==> config.mk <==
export PLATFORM = sky130hd
export DESIGN_NAME = av2_fb_arbiter
export DESIGN_NICKNAME = d
export VERILOG_FILES = /design/src/rtl/av2_fb_arbiter.sv
export SDC_FILE = /design/constraint.sdc
export NUM_CORES = 1
export LEC_CHECK = 0
export BUFFER_PORTS_ARGS = -buffer_cell sky130_fd_sc_hd__buf_4
export CAP_MARGIN = 5
export CELL_PAD_IN_SITES_DETAIL_PLACEMENT = 0
export CELL_PAD_IN_SITES_GLOBAL_PLACEMENT = 2
export CORE_AREA = 8 8 366 368
export DETAILED_ROUTE_END_ITERATION = 6
export DIE_AREA = 0 0 374 376
export HOLD_SLACK_MARGIN = 0.03
export PLACE_DENSITY_LB_ADDON = 0.08
export SLEW_MARGIN = 20
export SYNTH_ARGS = -nofsm -noshare
export SYNTH_HDL_FRONTEND = slang
export SYNTH_SLANG_ARGS = --single-unit
==> constraint.sdc <==
create_clock -name clk -period 5.6 [get_ports clk]
set_input_delay 0.56 -clock clk [delete_from_list [all_inputs] [get_ports clk]]
set_output_delay 0.56 -clock clk [all_outputs]
set_load 0.05 [all_outputs]
==> src/rtl/av2_fb_arbiter.sv <==
// ---------------------------------------------------------------------------
// av2_fb_arbiter
//   Round-robin burst arbiter sharing the frame buffer controller's single
//   write port and single read port between NREQ requesters. A grant covers a
//   whole burst (ended by req_last or cut off after MAX_BURST beats). Read
//   data returns one cycle after the accepted read beat and is steered to the
//   requester that issued it via rsp_valid.
//
//   Optional feature (compile-time macro): AV2_FBA_WRITE_PRIORITY_EN
//     defined   - at arbitration, requesters presenting a write beat win over
//                 requesters presenting a read beat; round-robin among writers.
//     undefined - pure round-robin, req_we ignored for arbitration.
//
// Ports
//   clk, rst            clock, asynchronous active-high reset
//   req_valid/ready     per-requester beat handshake
//   req_we/last/plane   per-requester beat type, end-of-burst, plane (2b/req)
//   req_addr/wdata      per-requester address and write data slices
//   rsp_valid/data      per-requester read valid, shared read data bus
//   fb_wr_*             frame buffer write port (en/addr/data)
//   fb_rd_*             frame buffer read port (en/addr/plane), fb_rd_data in
//   owner, busy         current grant holder, grant active
//   err_overrun         one-cycle pulse after a burst is cut at MAX_BURST
// ---------------------------------------------------------------------------
module av2_fb_arbiter #(
  parameter int ADDR_WIDTH = 32,
  parameter int DATA_WIDTH = 128,
  parameter int NREQ       = 3,
  parameter int MAX_BURST  = 16
) (
  input  logic                       clk,
  input  logic                       rst,
  input  logic [NREQ-1:0]            req_valid,
  output logic [NREQ-1:0]            req_ready,
  input  logic [NREQ-1:0]            req_we,
  input  logic [NREQ-1:0]            req_last,
  input  logic [2*NREQ-1:0]          req_plane,
  input  logic [ADDR_WIDTH*NREQ-1:0] req_addr,
  input  logic [DATA_WIDTH*NREQ-1:0] req_wdata,
  output logic [NREQ-1:0]            rsp_valid,
  output logic [DATA_WIDTH-1:0]      rsp_data,
  output logic                       fb_wr_en,
  output logic [ADDR_WIDTH-1:0]      fb_wr_addr,
  output logic [DATA_WIDTH-1:0]      fb_wr_data,
  output logic                       fb_rd_en,
  output logic [ADDR_WIDTH-1:0]      fb_rd_addr,
  output logic [1:0]                 fb_rd_plane,
  input  logic [DATA_WIDTH-1:0]      fb_rd_data,
  output logic [$clog2(NREQ)-1:0]    owner,
  output logic                       busy,
  output logic                       err_overrun
);

  localparam int OW = $clog2(NREQ);
  localparam int CW = $clog2(MAX_BURST + 1);

  typedef enum logic {IDLE, BUSY} state_t;

  state_t          state_q, state_d;
  logic [OW-1:0]   owner_q, owner_d;
  logic [OW-1:0]   rr_ptr_q, rr_ptr_d;
  logic [CW-1:0]   beat_cnt_q, beat_cnt_d;
  logic [NREQ-1:0] rsp_valid_q, rsp_valid_d;
  logic            err_q, err_d;

  // {found, index}: first set bit of cand scanning ptr, ptr+1, ... mod NREQ.
  // The candidates are rotated so that offset 0 corresponds to ptr; scanning
  // offsets from high to low lets the smallest offset win.
  function automatic logic [OW:0] rr_pick(input logic [NREQ-1:0] cand,
                                          input logic [OW-1:0]   ptr);
    logic [2*NREQ-1:0] rot;
    logic [OW:0]       sum;
    logic [OW:0]       res;
    rot = {cand, cand} >> ptr;
    sum = '0;
    res = '0;
    for (int i = NREQ - 1; i >= 0; i--) begin
      if (rot[i]) begin
        sum = {1'b0, ptr} + (OW+1)'(i);
        if (sum >= (OW+1)'(NREQ)) sum = sum - (OW+1)'(NREQ);
        res = {1'b1, sum[OW-1:0]};
      end
    end
    return res;
  endfunction

  logic [OW:0] pick;
`ifdef AV2_FBA_WRITE_PRIORITY_EN
  logic [OW:0] pick_wr;
  logic [OW:0] pick_all;
  assign pick_wr  = rr_pick(req_valid & req_we, rr_ptr_q);
  assign pick_all = rr_pick(req_valid, rr_ptr_q);
  assign pick     = pick_wr[OW] ? pick_wr : pick_all;
`else
  assign pick     = rr_pick(req_valid, rr_ptr_q);
`endif

  // Owner's slice of the request bundle.
  logic                  own_valid, own_we, own_last;
  logic [1:0]            own_plane;
  logic [ADDR_WIDTH-1:0] own_addr;
  logic [DATA_WIDTH-1:0] own_wdata;
  logic [OW-1:0]         next_ptr;

  assign own_valid = req_valid[owner_q];
  assign own_we    = req_we[owner_q];
  assign own_last  = req_last[owner_q];
  assign own_plane = req_plane[2*int'(owner_q) +: 2];
  assign own_addr  = req_addr[ADDR_WIDTH*int'(owner_q) +: ADDR_WIDTH];
  assign own_wdata = req_wdata[DATA_WIDTH*int'(owner_q) +: DATA_WIDTH];
  assign next_ptr  = (owner_q == OW'(NREQ - 1)) ? '0 : owner_q + 1'b1;

  // NOTE: every signal written below gets a default first, so no path through
  // the case statement leaves a value unassigned and no latch is inferred.
  always_comb begin
    state_d     = state_q;
    owner_d     = owner_q;
    rr_ptr_d    = rr_ptr_q;
    beat_cnt_d  = beat_cnt_q;
    rsp_valid_d = '0;
    err_d       = 1'b0;
    req_ready   = '0;
    fb_wr_en    = 1'b0;
    fb_wr_addr  = '0;
    fb_wr_data  = '0;
    fb_rd_en    = 1'b0;
    fb_rd_addr  = '0;
    fb_rd_plane = '0;

    unique case (state_q)
      IDLE: begin
        beat_cnt_d = '0;
        if (pick[OW]) begin
          owner_d = pick[OW-1:0];
          state_d = BUSY;
        end
      end
      BUSY: begin
        req_ready[owner_q] = 1'b1;
        if (own_valid) begin
          if (own_we) begin
            fb_wr_en   = 1'b1;
            fb_wr_addr = own_addr;
            fb_wr_data = own_wdata;
          end else begin
            fb_rd_en             = 1'b1;
            fb_rd_addr           = own_addr;
            fb_rd_plane          = own_plane;
            rsp_valid_d[owner_q] = 1'b1;
          end
          beat_cnt_d = beat_cnt_q + 1'b1;
          // Burst ends on req_last or is cut once MAX_BURST beats are taken.
          if (own_last || beat_cnt_q == CW'(MAX_BURST - 1)) begin
            state_d    = IDLE;
            beat_cnt_d = '0;
            rr_ptr_d   = next_ptr;
            err_d      = !own_last;
          end
        end
      end
      default: state_d = IDLE;
    endcase
  end

  // NOTE: state updates use non-blocking assignments so every register sees
  // the pre-edge values of the others. Clearing rsp_valid_q here is what drops
  // a read response still in flight when reset hits mid-burst.
  always_ff @(posedge clk or posedge rst) begin
    if (rst) begin
      state_q     <= IDLE;
      owner_q     <= '0;
      rr_ptr_q    <= '0;
      beat_cnt_q  <= '0;
      rsp_valid_q <= '0;
      err_q       <= 1'b0;
    end else begin
      state_q     <= state_d;
      owner_q     <= owner_d;
      rr_ptr_q    <= rr_ptr_d;
      beat_cnt_q  <= beat_cnt_d;
      rsp_valid_q <= rsp_valid_d;
      err_q       <= err_d;
    end
  end

  assign rsp_valid   = rsp_valid_q;
  // Read data passes straight through; held at zero when nobody is owed data.
  assign rsp_data    = (|rsp_valid_q) ? fb_rd_data : '0;
  assign owner       = owner_q;
  assign busy        = (state_q == BUSY);
  assign err_overrun = err_q;

endmodule

* Yosys cells after proc, flatten, opt, wreduce, memory -nomap -nowiden
Index checks and enable logic that the tools add are counted. Widths: inputs -> output; s select.
Word-level totals: bits in registers 14, input bits 625, output and inout port bits 334, word-level logic and storage cells 80
Cells by class: add/subtract/negate cells 7, order comparisons 5, equal/unequal tests 3, shifts and indexed selects 4, multiplexer cells 48, bitwise operators 1, reductions and logical operators 6
Operators with widths (count):
- $mux 128 | 4
- $shiftx 384x10->128 | 1
- $mux 32 | 6
- $shiftx 96x8->32 | 1
- $mux 3 | 7
- $mux 1 | 16
- $mux 2 | 7
- $mux 5 | 2
- $pmux 5 s2 | 1
- $bmux 1 s2 | 3
- $ge 3x2->1 const B | 2
- $shiftx 6x4->2 | 1
- $shr 6x2->3 | 1
- $sub 2x2->2 const B | 3
- $add 5x1->5 const B | 1
- $eq 5x4->1 const B | 1
- $add 2x1->3 const B | 1
- $add 2x2->3 const B | 1
- $lt 2x3->1 const B | 1
- $reduce_and 3->1 | 1
- $reduce_or 3->1 | 1
- $add 2x1->2 const B | 1
- $demux 1 s2 | 1
- $eq 2x2->1 const B | 1
- 9 further kinds | 9

* Depth between registers and ports, before layout
Gate-level depths: netlist (run 1).
word-level depth 8, mapped depth 8, depth with buffers taken out 7

* Worst setup path before layout (run 1)
OpenSTA, ideal clock, no wires.
path kind register -> output, start register state_q, in the netlist busy, end output fb_wr_addr[0], data arrival time 2.534 ns, required time 5.040 ns, setup slack 2.506 ns, stages on the path, launching flop included 8, buffers on the path 4, cells stage by stage dfrtp_1 buf_2 clkinv_1 or3_1 buf_2 buf_6 buf_2 nor2_1
Between the ends: word-level cells in the longest chain between the ends 1
RTL lines:
- start, declared | line 59 | state_t state_q, state_d;
- start signal, assigned | line 177 | state_q <= state_d;
- $mux 32 | line 130 | unique case (state_q)
- end, declared | line 43 | output logic [ADDR_WIDTH-1:0] fb_wr_addr,
No other way between the ends.

* Worst setup path in the final report (run 1)
start register owner_q[1], in the netlist owner[1], end output fb_wr_data[41]
Between the ends: word-level cells in the longest chain between the ends 5, elaborated cells on any way between the ends 8, classes of those cells 1 x shift; 7 x mux
RTL lines:
- start, declared | line 60 | logic [OW-1:0] owner_q, owner_d;
- start signal, assigned | line 178 | owner_q <= owner_d;
- parallel branches: the longest is 3 deep, another holds $shiftx 384x10->128
- $mux 128 (*) | line 140 | if (own_valid) begin
- $mux 128 (*) | line 130
- end, declared | line 44 | output logic [DATA_WIDTH-1:0] fb_wr_data,
Mark *: on every way between the ends. The select of a mux whose other input is x is not followed.

==> summary.txt, run 1 <==
Run status
  • Status: complete, no violations

Setup path
  • Slowest-stage cell, CP: or3_4
  • Worst setup SP type: flop
  • Cell Chain, Critical Path: mux2i_1 > a2bb2oi_1 > or3_4 > buf_12 > nor2_1 > buf_4
  • Worst reg2reg path endpoint: rsp_valid[2]
  • Crit end category: output port
  • R2r setup slk: around 3000 ps
  • Reg2Reg Depth: 5
  • Cell count along the critical path: 6
  • CP Buf/Inv Count: 2
  • Top Family by Delay on Critical Path: simple AND/OR/NAND/NOR gates
  • Crit path DAT: about 3100 ps
  • CP Class: reg -> out
  • Req. time, crit path: 5040 ps
  • Slowest stage delay, CP: approximately 700 ps
  • Crit Reg-Reg Startpoint: owner[1]
  • Crit-path max FO: 54

Floorplanning
  • DIE HEIGHT: around 380 um
  • Row cnt: 132
  • Ports: 959
  • Area of the core: between 100000 and 150000 sq um
  • Starting density of the core: around 4.6%
  • DIE AREA: 140600 sq um
  • Die Width: between 300 and 400 um

Routing
  • 1st-iter DRT viols: around 430
  • Drt drc: 0
  • Remaining antenna violation count: 0
  • Total number of vias: roughly 11000
  • DR vias/cell: slightly above 3
  • Wire per inst: approximately 26 um
  • Wirelength, routed: approximately 93000 um
  • Drt first pass iters: 4

Clocking
  • CTS tree: built
  • Latest clock arrival within the worst-skew pair: 250 ps
  • Total CTS buffers: 3
  • Worst-path clk slew: about 50 ps
  • Clock buffer depth: 2
  • H-tree depth: 1
  • Post-CTS setup buffers: 0
  • # resized after CTS: 0
  • TritonCTS Sinks: 14
  • Root Driver: clkbuf_16
  • Hold_buf cts: 0

Global route
  • Largest net degree at the start of global routing: 129
  • Total grt overflow: 0
  • Initial antenna violation count: 47
  • First-pass GRT wire length: between 100000 and 150000 um
  • Tot GR Track Use: roughly an eighth
  • Vias in the first global route: roughly 12000

STA
  • Setup TNS: 0 ps
  • Clock skew: about 2.7 ps
  • RSZ-0062 raised after global routing: false
  • Final hold violation count: 0
  • Hold_ws: ~420 ps
  • Peak Freq: 270.0 MHz
  • Post-layout min period: around 3700 ps
  • Final Slew Violations: 0
  • Final setup violating endpoints: 0
  • Final worst-path cycle share: about 66%
  • Worst Tran Pin Value: 1088 ps
  • Slew HR: 27.50%

Yosys
  • Average size of a mapped cell: between 5 and 6 sq um
  • Largest area contributor in the netlist: mux2i_1
  • Post-Syn Area: 5916 sq um
  • Top-area cell type share of the netlist area: 28.60%
  • Gate Count Post-Synth: between 1000 and 1500
  • Number of synthesized flops with an enable pin: 0
  • Syn nets: around 1600
  • Distinct cells, synth: 38
  • Synth warnings: 0
  • Seq/Total Area, Yosys: a little under 6%
  • Ys async rst share: between 90% and 100%
  • Leading register cell type out of synthesis: dfrtp_1
  • Synth Register Bits: 14
  • Largest cells by area after synthesis: mux2i_1 29%, nor2_1 23%, a21oi_1 14%, nor2b_1 14%, dfrtp_1 5.9%

Pwr
  • Pwr Density: between 500 and 600 nW/um^2
  • P_leak: ~7.3 nW
  • Worst VDD drop: roughly 0.34 mV

Place
  • DP HPWL: ~82000 um
  • GPL Wtd Cong: 0.8118
  • Placed cells: 3556
  • IO Port Bufs: around 960

Layout
  • P&R area growth vs syn: 156.2%
  • Share of cells above drive strength 1: a little over half
  • Final Net Count: ~2500
  • Layout Cells excl Fill: between 3000 and 4000

Hold path
  • Hold Path Class: in -> async

Run
  • Max Cap Viol: 0
-- power by group --
part	switching [mW]	internal (mW)	total [mW]
clock	0.0476	0.109	0.156
combinational	5.52	2.20	7.72
sequential	0.0930	0.142	0.235
-- how the worst max path moves through the flow --
stage / from / endpoint / slack (ps)
after floorplan: busy / fb_wr_addr[0] / 2510
after global routing: owner[1] / fb_wr_data[41] / 1690
after CTS: owner[1] / fb_wr_data[41] / 1770
after global placement: req_valid[2] / fb_wr_data[39] / 1960
final: owner[1] / fb_wr_data[41] / 1900
after detailed placement: req_valid[2] / fb_wr_data[41] / 1960
-- state kept, by name, summed over array words and instances (netlist names) --
name / flops
beat_cnt_q: 5
owner: 2
err_overrun: 1
rsp_valid: 3
rr_ptr_q: 2
busy: 1
-- routing by layer --
metal | track usage (%) | up-vias | routed length [um] | share of wire [%]
met3 | 5.726 | 62 | 9303 | 10
met5 | 0 | - | 89 | 0.096
met1 | 10.35 | 5158 | 28500 | 31
li1 | - | 5115 | - | -
met2 | 26.15 | 573 | 53620 | 58
met4 | 1.201 | 14 | 1354 | 1.5
-- logic make-up after synthesis --
family | after synthesis | share of synthesized area, %
buffers and inverters | 106 | 7.656
AOI/OAI and AO/OA | 186 | 16.69
DFF | 14 | 5.922
and+or+nand+nor | 520 | 39.51
adders and majority gates | 5 | 1.058
muxes | 172 | 29.17
-- cells in the mapped netlist, types with 2 or more instances --
cell type,instances
nand2b_1,2
dfrtp_1,14
nor3_1,5
nand2_1,8
nor2b_1,128
buf_1,6
buf_2,38
inv_1,9
mux2_2,3
o21ai_0,3
a21oi_1,167
o32ai_1,2
nand3_1,4
or3_1,4
nand4b_1,2
nor2_1,359
nand3b_1,2
mux2i_1,169
ha_1,5
a2bb2oi_1,3
clkbuf_1,51
nor3b_1,3
-- final cells by class --
| cell class | count | area (sq um) |
|---|---|---|
| Fill cell | 15080 | 113200 |
| Timing Repair Buffer | 974 | 7387 |
| Multi-Input combinational cell | 883 | 5137 |
| Tap cell | 1675 | 2096 |
| Sequential cell | 14 | 357.8 |
| Clock buffer | 4 | 88.84 |
| Antenna cell | 21 | 52.55 |
| Inverter | 10 | 37.54 |
-- placed cells by master, fill, tap and decap left out, drive strengths merged, types with 4 or more instances in the layout --
| cell type | instances |
|---|---|
| nand3 | 4 |
| nand2 | 8 |
| nor2 | 359 |
| nor3 | 5 |
| or3 | 4 |
| ha | 5 |
| clkbuf | 4 |
| a21oi | 167 |
| mux2i | 169 |
| diode | 21 |
| nor2b | 128 |
| inv | 9 |
| buf | 974 |
| dfrtp | 14 |
-- metrics by stage --
stage / setup slack [ps] / total power, mW / area (sq um) / utilization (%)
3_5_place_dp: 1960 / 8.251 / 15020 / 11.70
3_3_place_gp: 1961 / 8.330 / 15020 / 11.70
6_report: 1897 / 8.116 / 15160 / 11.81
2_1_floorplan: 2506 / 5.105 / 5916 / -
4_1_cts: 1766 / 8.430 / 15100 / 11.77
5_1_grt: 1686 / 8.670 / 15110 / 11.77
(Power assumes the default switching activity.)
==> run 2, diff against run 1 <==
- CORE_AREA: 8 8 366 368 -> 8 8 371 373
- DIE_AREA: 0 0 374 376 -> 0 0 379 381
- clock period: 5.6 -> 3.76 ns (I/O delays scaled with it)
==> run 2 against run 1 <==
Compared with the run above: die area is 2.7% higher; sequential share of layout area about the same; critical path depth rose by 1; register-to-register slack got worse by 1600 ps; global-route usage shrank 0.40 points.
==> summary.txt, run 2 (synthesis results as in run 1) <==
Pwr
  • Comb power frac: 95.6% (was 95.2%)
  • P_leak: 7.379 nW (was 7.349 nW)
  • Switching share of power: 69.32% (was 69.80%)
  • Final Power: 12.12 mW (was 8.116 mW)
  • Sequential share of power: 2.5% (was 2.9%)
  • P_sw: 8.403 mW (was 5.665 mW)
  • Internal power: 3.719 mW (was 2.451 mW)
  • Worst VDD drop: 0.5907 mV (was 0.3376 mV)
  • Power share of the clock group: 1.9% (about the same)
  • Pwr Density: 791.3 nW/um^2 (was 535.5 nW/um^2)

STA
  • Slew HR: 29.33% (was 27.50%)
  • Final setup violating endpoints: 0 (unchanged)
  • Worst Tran Pin Value: 1060 ps (was 1088 ps)
  • Final worst-path cycle share: 87.61%
  • Setup TNS: 0 ps (unchanged)
  • Post-layout min period: 3294 ps
  • Final hold violation count: 0 (unchanged)
  • RSZ-0062 raised after global routing: false (unchanged)
  • Clock skew: 1.399 ps (was 2.688 ps)
  • Final Slew Violations: 0 (unchanged)
  • Peak Freq: 303.6 MHz

Layout
  • Share of cells above drive strength 1: 52.51% (was 52.36%)
  • Largest register FFs: 5 (unchanged)
  • Final core utilization: 11.59% (was 11.81%)
  • Most flops, register: beat_cnt_q (unchanged)
  • Commonest non-fill, non-tap cell in the layout: buf_4 (unchanged)
  • Filler instances: 15620 (was 15080)
  • Highest-count cells in the layout ignoring fill and taps: 973 x buf_4, 359 x nor2_1, 169 x mux2i_1 (was 968 x buf_4, 359 x nor2_1, 169 x mux2i_1)
  • Final Net Count: 2522 (was 2516)
  • P&R area growth vs syn: 158.9% (was 156.2%)

Clocking
  • # resized after CTS: 0 (unchanged)
  • TritonCTS Sinks: 14 (unchanged)
  • Post-CTS setup buffers: 0 (unchanged)
  • Root Driver: clkbuf_16 (unchanged)
  • Hold_buf cts: 0 (unchanged)
  • Total CTS buffers: 3 (unchanged)
  • H-tree depth: 1 (unchanged)
  • Latest clock arrival within the worst-skew pair: 240 ps (was 250 ps)
  • Clock buffer depth: 2 (unchanged)
  • Worst-path clk slew: 50 ps (about the same)
  • CTS tree: built (unchanged)

Routing
  • 1st-iter DRT viols: 293 (was 427)
  • Wirelength, routed: 92810 um (was 92860 um)
  • Wire per inst: 25.25 um (was 25.93 um)
  • Total number of vias: 10880 (was 10920)
  • Drt first pass iters: 4 (unchanged)
  • DR vias/cell: 2.959 (was 3.050)
  • Remaining antenna violation count: 0 (unchanged)
  • Drt drc: 0 (unchanged)

Setup path
  • R2r setup slk: 1310 ps (was 2950 ps)
  • Req. time, crit path: 3380 ps (was 5040 ps)
  • Worst setup SP type: flop (unchanged)
  • Cell Chain, Critical Path: buf_12 > buf_12 > mux2i_1 > nor2_1 > a21oi_1 > nor2_1 > buf_4 (was mux2i_1 > a2bb2oi_1 > or3_4 > buf_12 > nor2_1 > buf_4)
  • Crit end category: output port (unchanged)
  • Worst reg2reg path endpoint: rr_ptr_q[0] (was rsp_valid[2])
  • Top Family by Delay on Critical Path: buffers and inverters (was simple AND/OR/NAND/NOR gates)
  • CP Buf/Inv Count: 3 (was 2)
  • Cell count along the critical path: 7 (was 6)
  • Slowest stage delay, CP: 490 ps (was 700 ps)
  • CP Class: reg -> out (unchanged)
  • Crit-path max FO: 93 (was 54)
  • Slowest-stage cell, CP: dfrtp_4 (was or3_4)
  • Reg2Reg Depth: 5 (unchanged)
  • Crit path DAT: 2920 ps (was 3140 ps)
  • Crit Reg-Reg Startpoint: owner[1] (unchanged)

Floorplanning
  • DIE AREA: 144400 sq um (was 140600 sq um)
  • Starting density of the core: 4.478% (was 4.610%)
  • DIE HEIGHT: 381 um (was 376 um)
  • Area of the core: 132100 sq um (was 128300 sq um)
  • Ports: 959 (unchanged)
  • Die Width: 379 um (was 374 um)
  • Row cnt: 134 (was 132)

Global route
  • Total grt overflow: 0 (unchanged)
  • Largest net degree at the start of global routing: 129 (unchanged)
  • First-pass GRT wire length: 116900 um (was 118400 um)
  • Tot GR Track Use: 11.85% (was 12.25%)
  • Vias in the first global route: 12110 (was 11970)
  • Initial antenna violation count: 33 (was 47)

Place
  • IO Port Bufs: 958 (unchanged)
  • GPL Wtd Cong: 0.8807 (was 0.8118)
  • DP HPWL: 81870 um (was 81740 um)

Hold path
  • Hold Path Class: in -> async (unchanged)

Run
  • Max Cap Viol: 0 (unchanged)

Run status
  • Status: complete, no violations (unchanged)
## run 2: cell types whose count changed in the layout (fill, tap and decap cells not counted)
cell,change
buf_12,+1
diode_2,-5
buf_4,+5
## run 2: cell type report
| type | count | area, sq um | area share, % |
|---|---|---|---|
| multi-input cells | 883 | 5137 | 33.54 |
| inverters | 10 | 37.54 | 0.2450 |
| clock buffers | 4 | 88.84 | 0.5799 |
| repair buffers | 980 | 7445 | 48.60 |
| diodes | 16 | 40.04 | 0.2614 |
| flip-flops and latches | 14 | 357.8 | 2.336 |
| well taps | 1768 | 2212 | 14.44 |
## run 2: metrics by stage
step           cells  worst slack [ps]  cell area (sq um)  hold WS (ps)
6_report        3675             465.9              15320         206.2
3_3_place_gp    3655             711.4              15190         514.1
2_1_floorplan   1003             849.8               5916         265.2
5_1_grt         3663             248.1              15290         264.1
4_1_cts         3659             388.7              15280         236.7
3_5_place_dp    3655             655.0              15190         496.5
## run 2: power groups by stage
stage | clock [mW] | combinational, mW | sequential [mW]
2_1_floorplan | 0 | 7.27 | 0.330
3_3_place_gp | 0 | 12.2 | 0.308
3_5_place_dp | 0 | 12.0 | 0.308
4_1_cts | 0.233 | 12.1 | 0.307
5_1_grt | 0.239 | 12.4 | 0.318
6_report | 0.227 | 11.6 | 0.307
## run 2: worst max path at each step
| stage | endpoint | slack (ps) | from |
|---|---|---|---|
| finish | fb_rd_addr[5] | 470 | owner[1] |
| global route | fb_rd_addr[5] | 250 | owner[1] |
| CTS | fb_rd_addr[5] | 390 | owner[1] |
| detailed placement | fb_rd_addr[5] | 650 | owner[1] |
| global placement | fb_rd_addr[5] | 710 | owner[1] |
| floorplan | fb_wr_addr[0] | 850 | busy |
## run 2: routing by layer
layer	vias to the layer above	global-route usage (%)	share of wire, %
met5	-	0	0.15
met4	20	2.363	2.2
met3	64	4.745	10
met2	548	24.81	57
met1	5115	10.28	30
li1	5128	-	-
## run 2: worst reg2reg max path: stages (launching register included)
cell,delay (ps)
dfrtp_4,490
buf_4,440
mux2i_1,230
o211ai_1,550
nand3_1,300
mux2_2,340
